===== src/rtl/vend_pkg.sv =====
// Shared vending-path definitions: ledger FSM states, item index type, price/total widths.
// Used by the pricing, ledger and display stages so all agree on field sizes.
// Constants only; no logic.
package vend_pkg;

  localparam int NUM_ITEMS = 4;
  localparam int ITEM_W    = $clog2(NUM_ITEMS);
  localparam int PRICE_W   = 5;
  localparam int TOTAL_MAX = 9999;
  localparam int TOTAL_W   = 14;
  localparam int CNT_W     = 8;

  typedef logic [ITEM_W-1:0] item_idx_t;

  typedef enum logic [1:0] {
    ST_IDLE  = 2'd0,
    ST_ACCUM = 2'd1,
    ST_CLEAR = 2'd2
  } ledger_state_t;

endpackage


===== src/rtl/sat_counter.sv =====
// Saturating accumulator: adds inc_val_i when inc_i, clamps at MAX, synchronous clear.
// Latency: count_o reflects an increment or clear one edge later.
// sat_o pulses combinationally in the cycle an increment would exceed MAX.
module sat_counter #(
  parameter int W     = 8,
  parameter int MAX   = 255,
  parameter int INC_W = 1
) (
  input  logic             clk,
  input  logic             rst,
  input  logic             inc_i,
  input  logic [INC_W-1:0] inc_val_i,
  input  logic             clr_i,
  output logic [W-1:0]     count_o,
  output logic             sat_o
);

  // One extra bit of headroom so the sum never wraps before the ceiling compare.
  localparam logic [W:0] MAX_V = (W+1)'(MAX);

  logic [W-1:0] count_q, count_d;
  logic [W:0]   sum;

  // Next count: clear wins, otherwise add and clamp at the ceiling.
  always_comb begin
    sum     = {1'b0, count_q} + (W+1)'(inc_val_i);
    count_d = count_q;
    sat_o   = 1'b0;
    if (clr_i) begin
      count_d = '0;
    end else if (inc_i) begin
      if (sum > MAX_V) begin
        count_d = MAX_V[W-1:0];
        sat_o   = 1'b1;
      end else begin
        count_d = sum[W-1:0];
      end
    end
  end

  // Count register.
  always_ff @(posedge clk or posedge rst) begin
    if (rst) count_q <= '0;
    else     count_q <= count_d;
  end

  assign count_o = count_q;

endmodule


===== src/rtl/sales_ledger.sv =====
// Sales ledger: logs one sale per handshake into saturating totals; snapshots totals for display.
// Latency: totals update one edge after the accept edge; total_out follows total_req by one edge.
// sale_ready drops for the accumulate/clear cycle, so at most one sale per two cycles.
module sales_ledger
  import vend_pkg::*;
#(
  parameter int NUM_ITEMS = vend_pkg::NUM_ITEMS,
  parameter int ITEM_W    = $clog2(NUM_ITEMS),
  parameter int PRICE_W   = vend_pkg::PRICE_W,
  parameter int TOTAL_MAX = vend_pkg::TOTAL_MAX,
  parameter int TOTAL_W   = vend_pkg::TOTAL_W,
  parameter int CNT_W     = vend_pkg::CNT_W
) (
  input  logic               clk,
  input  logic               rst,
  input  logic               sale_valid,
  input  logic [ITEM_W-1:0]  sale_item,
  input  logic [PRICE_W-1:0] sale_price,
  output logic               sale_ready,
  input  logic               total_req,
  input  logic               clear_req,
  output logic               total_out,
  output logic [TOTAL_W-1:0] disp_amount,
  output logic [CNT_W-1:0]   disp_count,
  output logic               sat_flag
);

  localparam int CNT_MAX = (1 << CNT_W) - 1;

  ledger_state_t      state_q, state_d;
  logic [ITEM_W-1:0]  item_q, item_d;
  logic [PRICE_W-1:0] price_q, price_d;
  logic               sat_flag_q, sat_flag_d;
  logic               req_q;
  logic               total_out_q;
  logic [TOTAL_W-1:0] disp_amount_q;
  logic [CNT_W-1:0]   disp_count_q;

  logic               do_inc, do_clr;
  logic [TOTAL_W-1:0] rev_cnt;
  logic [CNT_W-1:0]   sale_cnt;
  logic [CNT_W-1:0]   item_cnt [NUM_ITEMS];
  logic               rev_sat, cnt_sat;
  logic [NUM_ITEMS-1:0] item_sat;
  logic               sat_any;

  // FSM next state, handshake and pending-sale capture; clear beats a coincident sale.
  always_comb begin
    state_d    = state_q;
    item_d     = item_q;
    price_d    = price_q;
    sale_ready = 1'b0;
    do_inc     = 1'b0;
    do_clr     = 1'b0;
    case (state_q)
      ST_IDLE: begin
        sale_ready = ~clear_req;
        if (clear_req) begin
          state_d = ST_CLEAR;
        end else if (sale_valid) begin
          item_d  = sale_item;
          price_d = sale_price;
          state_d = ST_ACCUM;
        end
      end
      ST_ACCUM: begin
        do_inc  = 1'b1;
        state_d = ST_IDLE;
      end
      ST_CLEAR: begin
        do_clr  = 1'b1;
        state_d = ST_IDLE;
      end
      default: state_d = ST_IDLE;
    endcase
  end

  // FSM state and pending sale registers; reset drops any sale in flight.
  always_ff @(posedge clk or posedge rst) begin
    if (rst) begin
      state_q <= ST_IDLE;
      item_q  <= '0;
      price_q <= '0;
    end else begin
      state_q <= state_d;
      item_q  <= item_d;
      price_q <= price_d;
    end
  end

  sat_counter #(.W(TOTAL_W), .MAX(TOTAL_MAX), .INC_W(PRICE_W)) u_rev (
    .clk(clk), .rst(rst), .inc_i(do_inc), .inc_val_i(price_q),
    .clr_i(do_clr), .count_o(rev_cnt), .sat_o(rev_sat)
  );

  sat_counter #(.W(CNT_W), .MAX(CNT_MAX), .INC_W(1)) u_sales (
    .clk(clk), .rst(rst), .inc_i(do_inc), .inc_val_i(1'b1),
    .clr_i(do_clr), .count_o(sale_cnt), .sat_o(cnt_sat)
  );

  for (genvar i = 0; i < NUM_ITEMS; i++) begin : g_item
    sat_counter #(.W(CNT_W), .MAX(CNT_MAX), .INC_W(1)) u_cnt (
      .clk(clk), .rst(rst), .inc_i(do_inc && (item_q == ITEM_W'(i))), .inc_val_i(1'b1),
      .clr_i(do_clr), .count_o(item_cnt[i]), .sat_o(item_sat[i])
    );
  end

  // Sticky saturation indication, cleared only by the clear cycle.
  always_comb begin
    sat_any    = rev_sat | cnt_sat | (|item_sat);
    sat_flag_d = do_clr ? 1'b0 : (sat_flag_q | sat_any);
  end

  // Saturation flag register.
  always_ff @(posedge clk or posedge rst) begin
    if (rst) sat_flag_q <= 1'b0;
    else     sat_flag_q <= sat_flag_d;
  end

  // View path: capture live totals on a total_req rise (pre-update values if an
  // accumulate lands on the same edge); display enable simply follows the switch.
  always_ff @(posedge clk or posedge rst) begin
    if (rst) begin
      req_q         <= 1'b0;
      total_out_q   <= 1'b0;
      disp_amount_q <= '0;
      disp_count_q  <= '0;
    end else begin
      req_q       <= total_req;
      total_out_q <= total_req;
      if (total_req && !req_q) begin
        disp_amount_q <= rev_cnt;
        disp_count_q  <= sale_cnt;
      end
    end
  end

  assign total_out   = total_out_q;
  assign disp_amount = disp_amount_q;
  assign disp_count  = disp_count_q;
  assign sat_flag    = sat_flag_q;

endmodule


===== config.mk =====
export PLATFORM = sky130hd
export DESIGN_NAME = sales_ledger
export DESIGN_NICKNAME = d
export VERILOG_FILES = /design/src/rtl/vend_pkg.sv /design/src/rtl/sat_counter.sv /design/src/rtl/sales_ledger.sv
export SDC_FILE = /design/constraint.sdc
export NUM_CORES = 1
export LEC_CHECK = 0
export ABC_AREA = 1
export BUFFER_PORTS_ARGS = -buffer_cell sky130_fd_sc_hd__buf_2
export CORE_ASPECT_RATIO = 1.2
export CORE_MARGIN = 5
export CORE_UTILIZATION = 55
export DETAILED_ROUTE_END_ITERATION = 16
export GPL_TIMING_DRIVEN = 0
export PLACE_DENSITY = 0.74
export SLEW_MARGIN = 20
export SYNTH_ARGS = -nofsm -noshare
export SYNTH_HDL_FRONTEND = slang
export SYNTH_SLANG_ARGS = --single-unit
export TNS_END_PERCENT = 20

===== constraint.sdc =====
create_clock -name clk -period 4 [get_ports clk]
set_clock_uncertainty 0.05 [all_clocks]
set_input_delay 0.8 -clock clk [delete_from_list [all_inputs] [get_ports clk]]
set_output_delay 0.8 -clock clk [all_outputs]
set_load 0.005 [all_outputs]

==> reports/metrics.cfg <==
[finish]
nNetsFinal = 738
final_area_um2 = 5590
drive_gt1_share_pct = 12.1
nFillCells = 829
ff_latch_area_um2 = 2180
multi_input_area_um2 = 2410
diodes = 0
syn2layout_area_growth_pct = 10.5
instances_no_fill = 832

[cts]
clockBufferDepth = 2
cts-root-buf = clkbuf_8
cts_tree = done
post_cts_resized = 0
cts_sinks = 87
h-tree-depth = 3
cts_hold_buf = 0
clkLatencyLatePin_ns = 0.36
post-cts-setup-buffer-count = 0
cts_inserted_buffers = 9
clk_pin_slew_ns = 0.09

[synthesis]
yosys.area.top_type = dfrtp_1
synthArstFlopShare_pct = 100
synth_area_um2 = 5060
syn_nets = 690
yosys_warnings = 0
synth_cell_type_count = 34
synth_compound_area_share_pct = 10.5
yosys_most_used_dff = dfrtp_1
synthTopCellsByArea = dfrtp_1, nand2_1, inv_1
synth-xor-area-share_pct = 4.67
synth_enable_flop_cells = 0
ys_ff_latch = 87
synthTopCellsByCount = nand2_1, inv_1, dfrtp_1
synthAdderAreaFrac_pct = 4.85
syn_avg_cell_area_um2 = 7.68
yosys-mux-area-fraction_pct = 0.890
yosysMostFrequentCell = nand2_1
synth-simple-area-share_pct = 26.7
synth_top_family_by_area = simple AND/OR/NAND/NOR gates
synth_top_area_share_pct = 43.0
seq_area_frac_synth_pct = 43.0
synthCells = 659

[setup_path]
required_ns = 4.17
slowest_delay_ns = 0.40
worstSetupEndpointType = register
arrival_ns = 2.94
r2r_slack_ns = 1.23
crit_path_start_kind = register
critPathMaxFanout = 10
cp_slowest_cell = dfrtp_1
cp_top_family = simple AND/OR/NAND/NOR gates
crit_top_cell = nand2_1
cp_num_buf_inv = 3
cp_cell_sequence = ha_1 > inv_1 > fa_1 > inv_1 > nand2_1 > nand2_1 > nand3_1 > nand2_1 > nand3_1 > nand2_1 > nand2_1 > nor2_2 > nand3_1 > nand2_1 > nand2_2 > buf_6 > nand4_1 > o21ai_0
criticalPathCategory = reg -> reg

[placement]
port_buffers = 36
hpwl_mm = 8.63
dp_cells = 816
placed_cell_area_um2 = 5420
gp_congestion = 0.898

[drt]
vias = 4458
drt_wl_total_mm = 11.5
wl_per_cell_um = 13.8
routed-wl-met2_mm = 5.76
highest_layer = met4
drc = 0
drt_iter0_markers = 208
drt-vias-per-instance = 5.36
detail-route-antenna-nets = 0
wl_met3_um = 561
drtPass1Iterations = 5
route.layer.met1.wl_mm = 4.87

[timing]
slew_headroom_pct = 63.7
tns_ns = 0
layout_min_cycle_time_ns = 2.77
rsz0062_at_grt = no
drv_slew = 0
setup_viol = 0
tightest_slew_ns = 0.544
hold_violations = 0
fmax_ghz = 0.361
whs_ns = 0.388
fin_crit_sh_pct = 69.3

[worst_hold_path]
hp-class = in -> async

[run_status]
status = finished, final reports clean

[floorplan]
ios = 37
die_area_um2 = 11200
fp.dieH_um = 115
coreArea_um2 = 9030
start_util_pct = 56.0
rows = 38
die_w_um = 97.5

[grt]
grt-ovfl-total = 0
grt_pass1_wl_mm = 20.0
track_usage_pct = 21.7
antenna_found_initial = 0
grt_pass1_vias = 4568
grt_max_degree = 57

[power]
peakVddDrop_uv = 268
finalPower_w = 0.00264
power_density_nw_per_um2 = 472
p_leak_nw = 2.87

[run]
cap_violations = 0

==> state kept, by name, indices dropped and copies added (netlist names) <==
| signal | flops |
|---|---|
| g_item.u_cnt.count_o | 32 |
| disp_amount | 14 |
| u_rev.count_o | 14 |
| disp_count | 8 |
| u_sales.count_o | 8 |
| price_q | 5 |
| item_q | 2 |
| state_q | 2 |
| sat_flag | 1 |
| total_out | 1 |
==> final timing paths <==
path / startpoint / depth (start not counted) / endpoint
max: price_q[0] / 18 / u_rev.count_o[6]
min: rst / 2 / total_out
max reg2reg: price_q[0] / 18 / u_rev.count_o[6]
min reg2reg: disp_count[7] / 2 / disp_count[7]
max in group asynchronous: rst / 3 / disp_amount[7]
min in group clk: disp_count[7] / 2 / disp_count[7]
==> area by class of cell <==
cell class | instances | area share [%]
sequential | 87 | 38.9
multi-input combinational | 449 | 43.1
clock inverter | 5 | 0.559
buffer | 14 | 1.16
tap | 120 | 2.69
inverter | 109 | 7.36
timing repair buffer | 37 | 3.71
clock buffer | 11 | 2.53
==> per-stage QoR <==
| stage | util [%] | setup WS (ns) |
|---|---|---|
| 3_5_place_dp | 60.0 | 1.26 |
| 5_1_grt | 61.9 | 0.989 |
| 6_report | 61.9 | 1.23 |
| 4_1_cts | 61.9 | 1.26 |
| 2_1_floorplan | - | 0.900 |
| 3_3_place_gp | 59.7 | -0.0801 |
==> report_power, final <==
group          internal [W]  total (W)  switching, W
Clock              0.000242   0.000559      0.000317
Combinational      0.000336   0.000962      0.000626
Sequential          0.00102    0.00112      0.000102
Total               0.00159    0.00264       0.00104
==> cells by family (layout without fill, tap and decap cells) <==
logic type               count (synthesis)  in the layout
buffers and inverters                  123            176
multiplexers                             4              4
AO/OA/AOI/OAI                           93             93
flip-flops                              87             87
AND/OR/NAND/NOR                        306            306
adder cells (fa/ha/maj)                 19             19
XOR/XNOR                                27             27
==> cells in the final DEF (no fill, tap or decap), drive strengths merged <==
cell / synthesis / routed
dfrtp: 87 / 87
o21ai: 51 / 51
xor2: 26 / 26
mux2: 4 / 4
o21bai: 1 / 1
nand2: 145 / 145
a21o: 1 / 1
clkinv: 0 / 3
a21boi: 1 / 1
nand4: 15 / 15
a31o: 1 / 1
buf: 5 / 42
o22ai: 31 / 31
nand3b: 1 / 1
a21oi: 7 / 7
or2: 5 / 5
nor2: 70 / 70
nand3: 53 / 53
clkinvlp: 0 / 1
nor3: 15 / 15
ha: 18 / 18
nor4: 2 / 2
inv: 109 / 110
fa: 1 / 1
xnor2: 1 / 1
clkbuf: 9 / 20
==> metal layers <==
| metal | up-vias | GRT usage [%] |
|---|---|---|
| li1 | 2218 | - |
| met1 | 2097 | 24.9 |
| met2 | 114 | 39.4 |
| met3 | 29 | 4.07 |
| met4 | 0 | 10.2 |
| met5 | - | 0 |
Power figures use the tool's default switching activity.
